--- config.mk ---
export PLATFORM = sky130hd
export DESIGN_NAME = operand_loader_flat
export DESIGN_NICKNAME = d
export VERILOG_FILES = /design/src/rtl/operand_loader_if.sv /design/src/rtl/operand_loader.sv /design/src/flat_wrapper.sv
export SDC_FILE = /design/constraint.sdc
export NUM_CORES = 1
export LEC_CHECK = 0
export CORE_MARGIN = 2
export CORE_UTILIZATION = 63
export CTS_CLUSTER_SIZE = 12
export DETAILED_ROUTE_END_ITERATION = 8
export DONT_BUFFER_PORTS = 1
export HOLD_SLACK_MARGIN = 0.06
export MAX_ROUTING_LAYER = met4
export PLACE_DENSITY = 0.79
export SLEW_MARGIN = 20
export SYNTH_ARGS = -nofsm -noshare
export SYNTH_HDL_FRONTEND = slang
export SYNTH_SLANG_ARGS = --single-unit
--- constraint.sdc ---
create_clock -name clk -period 3.2 [get_ports clk]
set_input_delay 0.64 -clock clk [delete_from_list [all_inputs] [get_ports clk]]
set_output_delay 0.64 -clock clk [all_outputs]
set_load 0.02 [all_outputs]
--- src/rtl/operand_loader_if.sv ---
// Board-side bundle for operand_loader: switch/button inputs plus the register load bus.
interface operand_loader_if;
  logic [7:0] sw;
  logic       enter;
  logic       clear;
  logic [7:0] data_out;
  logic       en_a;
  logic       en_b;
  logic       en_op;
  logic [1:0] stage;
  logic       ready;

  modport master (
    output sw, enter, clear,
    input  data_out, en_a, en_b, en_op, stage, ready
  );

  modport slave (
    input  sw, enter, clear,
    output data_out, en_a, en_b, en_op, stage, ready
  );
endinterface

--- src/rtl/operand_loader.sv ---
// Samples the switches on each debounced enter press and strobes operand A, B and opcode loads in turn.
module operand_loader #(
  parameter int unsigned HOLDOFF = 4
) (
  input  logic             clk,
  input  logic             rst,
  operand_loader_if.slave  bus
);

  localparam int unsigned CNT_W = (HOLDOFF < 1) ? 1 : $clog2(HOLDOFF + 1);

  typedef enum logic [1:0] {
    LOAD_A  = 2'd0,
    LOAD_B  = 2'd1,
    LOAD_OP = 2'd2,
    READY   = 2'd3
  } state_t;

  state_t           state;
  logic             sync_meta;
  logic             sync_now;
  logic             sync_prev;
  logic             edge_q;
  logic [CNT_W-1:0] holdoff_cnt;
  logic [7:0]       data_q;
  logic             en_a_q;
  logic             en_b_q;
  logic             en_op_q;
  logic             ready_q;
  logic             accept_c;

  // Two-flop synchronizer followed by a registered rising-edge pulse.
  always_ff @(posedge clk or posedge rst) begin
    if (rst) begin
      sync_meta <= 1'b0;
      sync_now  <= 1'b0;
      sync_prev <= 1'b0;
      edge_q    <= 1'b0;
    end else begin
      sync_meta <= bus.enter;
      sync_now  <= sync_meta;
      sync_prev <= sync_now;
      edge_q    <= sync_now & ~sync_prev;
    end
  end

  // Edges arriving during holdoff or alongside clear are dropped, not queued.
  assign accept_c = edge_q && (holdoff_cnt == '0) && !bus.clear;

  always_ff @(posedge clk or posedge rst) begin
    if (rst) begin
      state       <= LOAD_A;
      holdoff_cnt <= '0;
      data_q      <= 8'h00;
      en_a_q      <= 1'b0;
      en_b_q      <= 1'b0;
      en_op_q     <= 1'b0;
      ready_q     <= 1'b0;
    end else begin
      en_a_q  <= 1'b0;
      en_b_q  <= 1'b0;
      en_op_q <= 1'b0;
      if (bus.clear) begin
        state       <= LOAD_A;
        holdoff_cnt <= '0;
        ready_q     <= 1'b0;
      end else if (accept_c) begin
        holdoff_cnt <= CNT_W'(HOLDOFF);
        data_q      <= bus.sw;
        case (state)
          LOAD_A: begin
            en_a_q  <= 1'b1;
            state   <= LOAD_B;
            ready_q <= 1'b0;
          end
          LOAD_B: begin
            en_b_q  <= 1'b1;
            state   <= LOAD_OP;
            ready_q <= 1'b0;
          end
          LOAD_OP: begin
            en_op_q <= 1'b1;
            state   <= READY;
            ready_q <= 1'b1;
          end
          READY: begin
            // A press from READY immediately starts the next operation with a new A.
            en_a_q  <= 1'b1;
            state   <= LOAD_B;
            ready_q <= 1'b0;
          end
          default: begin
            state   <= LOAD_A;
            ready_q <= 1'b0;
          end
        endcase
      end else if (holdoff_cnt != '0) begin
        holdoff_cnt <= holdoff_cnt - CNT_W'(1);
      end
    end
  end

  assign bus.data_out = data_q;
  assign bus.en_a     = en_a_q;
  assign bus.en_b     = en_b_q;
  assign bus.en_op    = en_op_q;
  assign bus.stage    = state;
  assign bus.ready    = ready_q;

endmodule

--- src/flat_wrapper.sv ---
// flat-port wrapper written by rule: the top's interface ports become plain ports
module operand_loader_flat 
#(
  parameter int unsigned HOLDOFF = 4
)
  (clk, rst, bus_sw, bus_enter, bus_clear, bus_data_out, bus_en_a, bus_en_b, bus_en_op, bus_stage, bus_ready);
  operand_loader_if bus_i ();
  input  logic clk;
  input  logic rst;
  input wire logic [$bits(bus_i.sw)-1:0] bus_sw;
  input wire logic [$bits(bus_i.enter)-1:0] bus_enter;
  input wire logic [$bits(bus_i.clear)-1:0] bus_clear;
  output wire logic [$bits(bus_i.data_out)-1:0] bus_data_out;
  output wire logic [$bits(bus_i.en_a)-1:0] bus_en_a;
  output wire logic [$bits(bus_i.en_b)-1:0] bus_en_b;
  output wire logic [$bits(bus_i.en_op)-1:0] bus_en_op;
  output wire logic [$bits(bus_i.stage)-1:0] bus_stage;
  output wire logic [$bits(bus_i.ready)-1:0] bus_ready;
  assign bus_i.sw = bus_sw;
  assign bus_i.enter = bus_enter;
  assign bus_i.clear = bus_clear;
  assign bus_data_out = bus_i.data_out;
  assign bus_en_a = bus_i.en_a;
  assign bus_en_b = bus_i.en_b;
  assign bus_en_op = bus_i.en_op;
  assign bus_stage = bus_i.stage;
  assign bus_ready = bus_i.ready;
  operand_loader #(.HOLDOFF(HOLDOFF)) u_core (.clk(clk), .rst(rst), .bus(bus_i));
endmodule
[After elaboration in Yosys (flattened, before gate mapping)]
Index checks and enable logic that the tools add are counted.
Widths: inputs -> output; s select.
Word-level totals
  bits in registers: 21
  input bits: 12
  word-level logic and storage cells: 47
Operators by class
  add/subtract/negate cells: 1
  equality and inequality tests: 3
  mux-type cells: 18
  bitwise gates (word level): 3
  reduce and logical (&&, ||, !) cells: 11
Operator list (number)
  $mux 1: 11
  $mux 3: 3
  $pmux 2 s3: 1
  $reduce_bool 3->1: 2
  $eq 2x2->1 const B: 2
  $mux 2: 2
  $logic_not 3->1: 1
  $reduce_or 3->1: 1
  $sub 3x1->3 const B: 1
  $eq 2x1->1 const B: 1
  $logic_and 1x1->1: 2
  $logic_not 2->1: 1
  $not 1->1: 2
  $pmux 1 s2: 1
  $reduce_and 2->1: 1
  $reduce_bool 2->1: 1
  $reduce_or 2->1: 1
  $and 1x1->1: 1
  $logic_not 1->1: 1

[Depth between registers and ports, before layout]
Gate-level depths: netlist of the first run.
  word-level depth: 5
  depth in mapped cells: 6
  depth with buffers taken out: 5

[Worst setup path before layout of the first run]
No wires, ideal clock.
  path kind: in2reg
  start: input port bus_clear
  end: register u_core.data_q[1] (netlist: u_core.bus.data_out[1])
  setup time: 0.125 ns
  data arrival time: 1.522 ns
  path slack: 1.553 ns
  stages: 4
  buffers on the path: 2
  cell sequence: buf_6 > nor4bb_4 > buf_6 > mux2_4
On the way
  cells in the longest elaborated chain, start to end: 3
  elaborated cells between the ends (all ways): 4
RTL lines
  start, declared: RTL line flat_wrapper.sv:12  | input wire logic [$bits(bus_i.clear)-1:0] bus_clear;
  $logic_not 1->1: RTL line operand_loader.sv:48  | assign accept_c = edge_q && (holdoff_cnt == '0) && !bus.clear;
  $logic_and 1x1->1: RTL line operand_loader.sv:48
  $reduce_and 2->1 (no line) (*)
  end signal, assigned: RTL line operand_loader.sv:69  | data_q <= bus.sw;
  end, declared: RTL line operand_loader.sv:25  | logic [7:0] data_q;
Every way passes the cells marked *; elsewhere a longest branch is shown, timed or not.
A chain may end at the register's enable or synchronous reset.

[Final worst setup path of the first run]
  start: register u_core.holdoff_cnt[0]
  end: register u_core.data_q[0] (netlist: u_core.bus.data_out[0])
On the way
  cells in the longest elaborated chain, start to end: 4
RTL lines
  start, declared: RTL line operand_loader.sv:24  | logic [CNT_W-1:0] holdoff_cnt;
  start signal, assigned: RTL line operand_loader.sv:68  | holdoff_cnt <= CNT_W'(HOLDOFF);
  start signal, assigned: RTL line operand_loader.sv:98  | holdoff_cnt <= holdoff_cnt - CNT_W'(1);
  $logic_not 3->1: RTL line operand_loader.sv:48
  $logic_and 1x1->1 (2 in series): RTL line operand_loader.sv:48
  $reduce_and 2->1 (no line)
Every way passes these cells.

==> metrics.md, run 1 <==
| Metric | Value |
|---|---|
| Synth-to-Final Area Change | `1.90%` |
| Slowest CP cell | `nor4bb_4` |
| Starting Density | `just under 70%` |
| Worst setup SP type | `flip-flop` |
| Setup TNS | `0 ns` |
| Clock slew at reported path FFs | `approximately 0.1 ns` |
| First-pass GRT wire length | `1970 um` |
| Mapped cell area | `between 900 and 1000 sq um` |
| CTS max path bufs | `2` |
| Pwr/cell area | `a little under 900 nW/um^2` |
| Max rail drop VDD | `around 0.52 mV` |
| Die Y | `42.3 um` |
| Final Cycle Share | `between 60% and 70%` |
| Largest net degree at the start of global routing | `22` |
| Share of layout cells above drive strength 1 | `24.2%` |
| WS Path Type | `reg -> reg` |
| DRC | `0` |
| Crit Path Max Fanout | `11` |
| Pre-CTS setup slack | `between 1 and 1.5 ns` |
| Post-layout net count | `84` |
| Routed vias | `roughly 470` |
| Yosys reg bits | `21` |
| Detailed Place HPWL | `865 um` |
| 1st-pass router iterations | `3` |
| Later-pin clock latency in the skew report | `0.30 ns` |
| Placeable core area | `around 1300 sq um` |
| CTS tree | `built` |
| Initial antenna violation count | `0` |
| Fill cell count | `between 90 and 100` |
| Total wire length | `around 1200 um` |
| Cell variety after synth | `17` |
| ANT cells | `0` |
| Via/cell ratio | `between 5 and 6` |
| Cts bufs inserted | `3` |
| Vias in the first global route | `450` |
| Io pins | `26` |
| CP endpoint kind | `flip-flop` |
| Clk root buf | `clkbuf_4` |
| Most frequent cells in the layout | `dfrtp_1, mux2_4, nor2_1, inv_1, ha_1` |
| # rows | `13` |
| GRT Total Usage | `between 15 and 20%` |
| Syn_nets | `a little over 80` |
| Final Hold Vio Count | `0` |
| Max_cap viols | `0` |
| Post-CTS setup buffer count | `0` |
| Worst Tran Pin Value | `between 0.8 and 0.9 ns` |
| Critical path arrival | `2.21 ns` |
| DP Cell Count | `77` |
| WL/cell | `15.0 um` |
| CP peak stage delay | `approximately 0.78 ns` |
| Finish-stage setup viols | `0` |
| Post-route antenna net violation count | `0` |
| CTS H-tree lvls | `1` |
| Initial drt markers | `8` |
| Worst Setup Slack, final | `1.19 ns` |
| Worst Path Required | `about 3.4 ns` |
| Status | `finished clean` |
| Hold WS | `~0.35 ns` |
| Lkg Pwr | `0.441 nW` |
| Commonest non-fill, non-tap cell in the layout | `dfrtp_1` |
| Port bufs | `0` |
| Clock sink count | `21` |
| Gates resized, CTS repair | `0` |
| Min cycle time layout | `roughly 2.0 ns` |
| Mean Syn Cell Area | `14.2 sq um` |
| Achievable frequency | `~500 MHz` |
| Slew Viols, Final | `0` |
| Die Wd | `~42 um` |
| Post-Layout Cell Count | `approximately 80` |
| RSZ-0062 raised after global routing | `no` |
| Seq/Total Area, Yosys | `57.0%` |
| Relative slew margins | `between 40% and 50%` |
| CP Cell Sequence | `inv_1 -> ha_1 -> nor4bb_4 -> mux2_2` |
| Clock Skews | `0.000786 ns` |
| Cells after synthesis | `65` |
| CTS Hold Bufs | `0` |
| Worst hold path type | `in -> async` |
| Ys Warns | `0` |
| GR Overflow Total | `0` |
| Routability cong. | `between 0.7 and 0.8` |
| Die ar. | `between 1500 and 2000 sq um` |
[layer usage]
layer	global-route usage, %	up-vias	wire length, um
met5	-	-	0
met4	9.38	0	35
met3	5.60	5	100
met2	22.2	21	539
met1	18.8	229	535
li1	-	217	-
[kinds of logic (layout without fill, tap and decap cells)]
group	Yosys count	in the layout	synth area share, %
DFF	21	21	57.0
and+or+nand+nor	16	16	11.9
muxes	11	11	16.0
buffers and inverters	8	9	5.02
adders and majority gates	5	5	6.78
AOI/OAI and AO/OA	4	4	3.26
[state kept, by name, summed over array words and instances (netlist names)]
name,flops
u_core.bus.en_b,1
u_core.sync_now,1
u_core.sync_prev,1
u_core.bus.data_out,8
u_core.bus.stage,2
u_core.bus.en_a,1
u_core.edge_q,1
u_core.sync_meta,1
u_core.bus.en_op,1
u_core.holdoff_cnt,3
u_core.bus.ready,1
[stage by stage]
stage,cell area (sq um),util (%),total power [W]
global placement,913,68.5,0.000687
global route,940,70.5,0.000862
CTS,940,70.5,0.000825
finish,940,70.5,0.000815
detailed placement,913,68.5,0.000701
floorplan,922,-,0.000668
[power breakdown]
group,internal (W),leakage [nW],switching (W)
combinational,0.000142,0.160,0.0000862
clock,0.0000486,0.0150,0.0000731
sequential,0.000340,0.266,0.000125
total,0.000531,0.441,0.000285
[area by class of cell]
cell class	count	area, sq um	share of cell area [%]
tap	15	18.8	2.00
sequential	21	526	55.9
multi-input combinational	36	350	37.3
clock buffer	4	26.3	2.80
inverter	5	18.8	2.00
[Yosys cell counts]
library cell / instances / area (sq um)
dfrtp_1: 21 / 526
mux2_4: 7 / 105
ha_1: 5 / 62.6
inv_1: 5 / 18.8
nor2_1: 5 / 18.8
nor2b_1: 4 / 25.0
a211oi_1: 3 / 22.5
and2_2: 3 / 22.5
buf_6: 2 / 22.5
mux2_2: 2 / 22.5
mux2i_1: 2 / 20.0
and3b_1: 1 / 8.76
buf_2: 1 / 5.00
nand2_1: 1 / 3.75
nand2b_1: 1 / 6.26
nor4bb_4: 1 / 25.0
o31ai_1: 1 / 7.51
[critical path, delay by kind of cell, from the launching register on]
kind          cells  cell delay (ns)
simple gates      1             0.78
flops             1             0.39
fa+ha+maj         1             0.24
mux               1             0.41
buf+inv           1             0.09
[path summary, 6_finish.rpt]
kind	from	end	slack, ns	cells past startpoint
max in group asynchronous	rst	u_core.bus.data_out[7]	2.38	1
min reg2reg	u_core.sync_meta	u_core.sync_now	0.37	0
max reg2reg	u_core.holdoff_cnt[0]	u_core.bus.data_out[0]	1.19	4
max	u_core.holdoff_cnt[0]	u_core.bus.data_out[0]	1.19	4
min	rst	u_core.bus.data_out[0]	0.35	1
min in group clk	bus_enter	u_core.sync_meta	0.36	0
Power figures use the tool's default switching activity.
==> run 2, diff against run 1 <==
--- a/config.mk
+++ b/config.mk
@@ -6,13 +6,13 @@
 export NUM_CORES = 1
 export LEC_CHECK = 0
 export CORE_MARGIN = 2
-export CORE_UTILIZATION = 63
+export CORE_UTILIZATION = 59
 export CTS_CLUSTER_SIZE = 12
 export DETAILED_ROUTE_END_ITERATION = 8
 export DONT_BUFFER_PORTS = 1
 export HOLD_SLACK_MARGIN = 0.06
 export MAX_ROUTING_LAYER = met4
-export PLACE_DENSITY = 0.79
+export PLACE_DENSITY = 0.75
 export SLEW_MARGIN = 20
 export SYNTH_ARGS = -nofsm -noshare
 export SYNTH_HDL_FRONTEND = slang
==> constraint.sdc (replaced) <==
create_clock -name clk -period 2.1 [get_ports clk]
set_input_delay 0.42 -clock clk [delete_from_list [all_inputs] [get_ports clk]]
set_output_delay 0.42 -clock clk [all_outputs]
set_load 0.02 [all_outputs]
==> run 2 against run 1 <==
- core utilization shrank 6.8 points
- flip-flop and latch count is the same
- first-iteration DRC count shrank 63%
- total power grew 52%
- final cell count grew 2.5%
- sequential share of layout area shrank 0.52 points
- non-clock buffer count grew 1
- largest power group unchanged
- highest routed layer unchanged
==> metrics.md, run 2 (same netlist as run 1, synthesis figures left out) <==
| Metric | Value |
|---|---|
| Clock Skews | `0.00347 ns (+0.00269 ns)` |
| Die ar. | `1900 sq um (+6.1%)` |
| GRT Total Usage | `15.3% (-0.21 points)` |
| Status | `finished clean` |
| Initial drt markers | `3 (-5)` |
| Max rail drop VDD | `0.514 mV (-1.5%)` |
| Pwr/cell area | `1310 nW/um^2 (+50%)` |
| Later-pin clock latency in the skew report | `0.30 ns (about the same)` |
| Io pins | `26 (unchanged)` |
| Detailed Place HPWL | `824 um (-4.7%)` |
| Setup slack, reg-to-reg | `0.41 ns (-0.78 ns)` |
| Crit Path Max Fanout | `11 (unchanged)` |
| Commonest non-fill, non-tap cell in the layout | `dfrtp_1` |
| Lkg Pwr | `0.446 nW (+1.2%)` |
| Power Internal | `0.000810 W (+53%)` |
| Vias in the first global route | `472 (+4.9%)` |
| Initial antenna violation count | `0 (unchanged)` |
| Achievable frequency | `593 MHz (+19%)` |
| Final Cycle Share | `80.4% (+18 points)` |
| CTS Hold Bufs | `0 (unchanged)` |
| CTS H-tree lvls | `1 (unchanged)` |
| CTS max path bufs | `2 (unchanged)` |
| Synth-to-Final Area Change | `2.85%` |
| First-pass GRT wire length | `2010 um (+2.4%)` |
| Via/cell ratio | `5.54 (-4.9%)` |
| Clock slew at reported path FFs | `0.11 ns (about the same)` |
| Finish-stage setup viols | `0 (unchanged)` |
| Sw frac | `34.6% (-0.31 points)` |
| CP endpoint kind | `flip-flop` |
| Port bufs | `0 (unchanged)` |
| Routability cong. | `0.712 (+0.49%)` |
| DRC | `0 (unchanged)` |
| Max_cap viols | `0 (unchanged)` |
| Worst setup SP type | `flip-flop` |
| Total wire length | `1170 um (-3.4%)` |
| WL/cell | `14.1 um (-5.7%)` |
| Die Wd | `43.5 um (+3.0%)` |
| Post-CTS setup buffer count | `0 (unchanged)` |
| Routed vias | `460 (-2.5%)` |
| Die Y | `43.5 um (+3.0%)` |
| Post-route antenna net violation count | `0 (unchanged)` |
| Most frequent cells in the layout | `dfrtp_1, mux2_4, nor2_1, inv_1, ha_1` |
| Power, Total | `0.00124 W (+52%)` |
| Worst Tran Pin Value | `0.742 ns (-0.0627 ns)` |
| Fill cell count | `115 (+22%)` |
| Gates resized, CTS repair | `0 (unchanged)` |
| Clock sink count | `21 (unchanged)` |
| Slew Viols, Final | `0 (unchanged)` |
| Worst R2R Start | `u_core.holdoff_cnt[0]` |
| Net Sw Power | `0.000428 W (+51%)` |
| Clock power frac | `15.2% (+0.3 points)` |
| Share of layout cells above drive strength 1 | `25.4% (+1.1 points)` |
| WS Path Type | `reg -> reg` |
| Clk root buf | `clkbuf_4` |
| ANT cells | `0 (unchanged)` |
| Reg area | `526 sq um (unchanged)` |
| Critical path arrival | `1.89 ns (-0.32 ns)` |
| Worst Path Required | `2.30 ns (-1.09 ns)` |
| Sequential Power Share | `57.1% (about the same)` |
| Relative slew margins | `50.5% (+4.2 points)` |
| Post-layout net count | `85 (+1.2%)` |
| Cts bufs inserted | `3 (unchanged)` |
| Largest net degree at the start of global routing | `22 (unchanged)` |
| GR Overflow Total | `0 (unchanged)` |
| Multi-input gate area | `350 sq um (unchanged)` |
| RSZ-0062 raised after global routing | `no` |
| 1st-pass router iterations | `2 (-1)` |
| FF-to-FF path depth | `5 (+1)` |
| RR Endpoint | `u_core.bus.data_out[0]` |
| Combinational share of power | `27.7% (-0.3 points)` |
| Starting Density | `61.9% (-7.2 points)` |
| Largest register FFs | `8 (unchanged)` |
| # rows | `14 (+1)` |
| Final Hold Vio Count | `0 (unchanged)` |
| Placeable core area | `1490 sq um (+12%)` |
| Worst hold path type | `in -> async` |
| Min cycle time layout | `1.69 ns (-0.323 ns)` |
| CTS tree | `built` |
| Setup TNS | `0 ns (unchanged)` |
-- run 2: changes by cell type in the layout (fill, tap and decap cells not counted), sizes merged --
cell	before	now
buf	0	1
-- run 2: power by group through the flow --
stage / Sequential, W / Combinational [W] / Clock [W]
floorplan: 0.000698 / 0.000320 / 0
global placement: 0.000715 / 0.000337 / 0
detailed placement: 0.000718 / 0.000345 / 0
CTS: 0.000710 / 0.000350 / 0.000196
global route: 0.000725 / 0.000393 / 0.000209
finish: 0.000707 / 0.000343 / 0.000189
-- run 2: routing by layer --
layer | global-route usage, % | wire length (um) | vias up | share of wire [%]
li1 | - | - | 219 | -
met1 | 19.9 | 515 | 215 | 44
met2 | 20.6 | 519 | 21 | 44
met3 | 5.42 | 100 | 5 | 8.5
met4 | 9.09 | 34 | 0 | 2.9
met5 | - | 0 | - | 0
-- run 2: worst max-delay path by stage --
stage	startpoint	slack [ns]	depth (start not counted)	to
final	u_core.holdoff_cnt[0]	0.41	5	u_core.bus.data_out[0]
after global routing	u_core.holdoff_cnt[0]	0.30	5	u_core.bus.data_out[0]
after CTS	u_core.holdoff_cnt[0]	0.41	5	u_core.bus.data_out[0]
after detailed placement	u_core.holdoff_cnt[0]	0.43	5	u_core.bus.data_out[0]
after global placement	u_core.holdoff_cnt[0]	0.47	5	u_core.bus.data_out[0]
after floorplan	u_core.holdoff_cnt[0]	0.53	5	u_core.bus.data_out[1]
-- run 2: layout make-up --
class	instances	share of cell area [%]
Sequential cell	21	55.4
Multi-Input combinational cell	36	36.9
Clock buffer	4	2.77
Tap cell	16	2.11
Inverter	5	1.98
Timing Repair Buffer	1	0.792
-- run 2: critical path, stage by stage, from the launching register on --
cell      delay, ns
dfrtp_1        0.39
inv_1          0.09
ha_1           0.23
nor4bb_4       0.29
buf_4          0.24
mux2_2         0.34
-- run 2: through the flow --
step | worst slack [ns] | util (%) | cell area (sq um) | hold slack [ns] | cells
4_1_cts | 0.412 | 63.7 | 948 | 0.127 | 83
3_5_place_dp | 0.429 | 61.9 | 922 | 0.340 | 79
3_3_place_gp | 0.473 | 61.9 | 922 | 0.335 | 79
2_1_floorplan | 0.534 | - | 922 | 0.331 | 65
6_report | 0.412 | 63.7 | 948 | 0.119 | 83
5_1_grt | 0.303 | 63.7 | 948 | 0.117 | 83
==> run 3, diff against run 2 <==
==> constraint.sdc (replaced) <==
create_clock -name clk -period 1.6 [get_ports clk]
set_input_delay 0.32 -clock clk [delete_from_list [all_inputs] [get_ports clk]]
set_output_delay 0.32 -clock clk [all_outputs]
set_load 0.02 [all_outputs]
==> run 3 against run 2 <==
- die area unchanged
- core utilization grew 3.9 points
- non-clock buffer count increased by 5
- global-route usage is 0.44 points higher
- critical path depth did not move
- critical endpoint unchanged
- count of clock-buffer cells in the layout did not move
==> metrics.md, run 3 (same netlist as run 1, synthesis figures left out) <==
| Metric | Value |
|---|---|
| Status | `finished clean` |
| 1st-pass router iterations | `2 (unchanged)` |
| Achievable frequency | `667 MHz (+13%)` |
| Starting Density | `61.9% (unchanged)` |
| Final Cycle Share | `93.7% (+13 points)` |
| Synth-to-Final Area Change | `9.09%` |
| Max_cap viols | `0 (unchanged)` |
| Post-layout net count | `90 (+5.9%)` |
| Worst setup SP type | `flip-flop` |
| Worst hold path type | `in -> reg` |
| CTS tree | `built` |
| Via/cell ratio | `5.40 (-2.6%)` |
| Slew Viols, Final | `0 (unchanged)` |
| Most frequent cells in the layout | `dfrtp_1, mux2_4, nor2_1, inv_1` |
| Total wire length | `1350 um (+16%)` |
| Final instance area | `1010 sq um (+6.1%)` |
| Setup slack, reg-to-reg | `0.10 ns (-0.31 ns)` |
| Final Hold Vio Count | `0 (unchanged)` |
| CTS H-tree lvls | `1 (unchanged)` |
| Routed vias | `475 (+3.3%)` |
| Pwr/cell area | `1700 nW/um^2 (+30%)` |
| RSZ-0062 raised after global routing | `no` |
| First-pass GRT wire length | `2090 um (+3.8%)` |
| Area after DPL | `937 sq um (+1.6%)` |
| Critical path arrival | `1.69 ns (-0.20 ns)` |
| Clock slew at reported path FFs | `0.11 ns (about the same)` |
| Min cycle time layout | `1.50 ns (-0.189 ns)` |
| CP endpoint kind | `flip-flop` |
| Finish-stage setup viols | `0 (unchanged)` |
| # rows | `14 (unchanged)` |
| Largest register FFs | `8 (unchanged)` |
| Clock Skews | `0.00145 ns (-0.00202 ns)` |
| Commonest non-fill, non-tap cell in the layout | `dfrtp_1` |
| Initial drt markers | `4 (+1)` |
| DRC | `0 (unchanged)` |
| Relative slew margins | `49.1% (-1.4 points)` |
| Worst Path Required | `1.80 ns (-0.50 ns)` |
| Die ar. | `1900 sq um (unchanged)` |
| Post-route antenna net violation count | `0 (unchanged)` |
| Share of layout cells above drive strength 1 | `27.8% (+2.4 points)` |
| Later-pin clock latency in the skew report | `0.30 ns (about the same)` |
| Die Y | `43.5 um (unchanged)` |
| Clk root buf | `clkbuf_4` |
| Post-CTS setup buffer count | `0 (unchanged)` |
| Lkg Pwr | `0.469 nW (+5.0%)` |
| WL/cell | `15.4 um (+9.1%)` |
| CTS max path bufs | `2 (unchanged)` |
| Max rail drop VDD | `0.879 mV (+71%)` |
| Vias in the first global route | `494 (+4.7%)` |
| WS Path Type | `reg -> reg` |
| Crit Path Max Fanout | `5 (-6)` |
| Cts bufs inserted | `3 (unchanged)` |
| Clock sink count | `21 (unchanged)` |
| Worst Tran Pin Value | `0.763 ns (+0.0211 ns)` |
| Initial antenna violation count | `0 (unchanged)` |
| Io pins | `26 (unchanged)` |
| GR Overflow Total | `0 (unchanged)` |
| Hold WS | `0.0719 ns (-0.0473 ns)` |
| ANT cells | `0 (unchanged)` |
| Port bufs | `0 (unchanged)` |
| Setup TNS | `0 ns (unchanged)` |
| Largest net degree at the start of global routing | `22 (unchanged)` |
| Routability cong. | `0.710 (-0.27%)` |
| Placeable core area | `1490 sq um (unchanged)` |
| Die Wd | `43.5 um (unchanged)` |
| GRT Total Usage | `15.8% (+0.44 points)` |
## run 3: layout make-up
type,instances,area (sq um)
Sequential cell,21,526
Fill cell,110,483
Multi-Input combinational cell,36,363
Timing Repair Buffer,6,52.6
Clock buffer,4,26.3
Tap cell,16,20.0
Inverter,5,18.8
## run 3: worst max-delay path, cell delays in order (launching register included)
cell,delay [ns]
dfrtp_1,0.39
inv_1,0.11
ha_4,0.17
nor4bb_4,0.22
buf_4,0.19
mux2_2,0.33
## run 3: path summary, 6_finish.rpt
path,startpoint,end,cells after the start
max reg2reg,u_core.holdoff_cnt[0],u_core.bus.data_out[0],5
min in group asynchronous,rst,u_core.bus.data_out[2],2
min,bus_clear,u_core.holdoff_cnt[0],1
min reg2reg,u_core.sync_meta,u_core.sync_now,0
max,u_core.holdoff_cnt[0],u_core.bus.data_out[0],5
max in group asynchronous,rst,u_core.bus.data_out[3],2
## run 3: per-layer routing
metal | share of wire, % | up-vias | track usage (%) | wire (um)
met5 | 0 | - | - | 0
li1 | - | 226 | - | -
met2 | 50 | 19 | 26.6 | 683
met4 | 1.3 | 0 | 5.45 | 17
met3 | 5.5 | 3 | 4.58 | 75
met1 | 43 | 227 | 17.9 | 578
## run 3: where the power goes
part           internal [W]  total (W)  switching (W)
Combinational      0.000331   0.000529       0.000198
Clock             0.0000972   0.000246       0.000149
Sequential         0.000680   0.000932       0.000253
## run 3: per-stage QoR
step           power, W  setup slack (ns)  utilization [%]  instances
2_1_floorplan   0.00134            0.0344                -         65
3_3_place_gp    0.00141            0.0287             62.9         81
3_5_place_dp    0.00142          -0.00299             62.9         81
4_1_cts         0.00168            0.0868             66.2         87
5_1_grt         0.00182            0.0214             67.6         88
6_report        0.00171             0.101             67.6         88
## run 3: what timing repair did
item | CTS | global route
pin swaps | 1 | 0
resized for setup | 1 | 1
endpoints found under the setup margin | 5 | 4
endpoints found under the hold margin | 12 | 1
hold buffers | 2 | 1
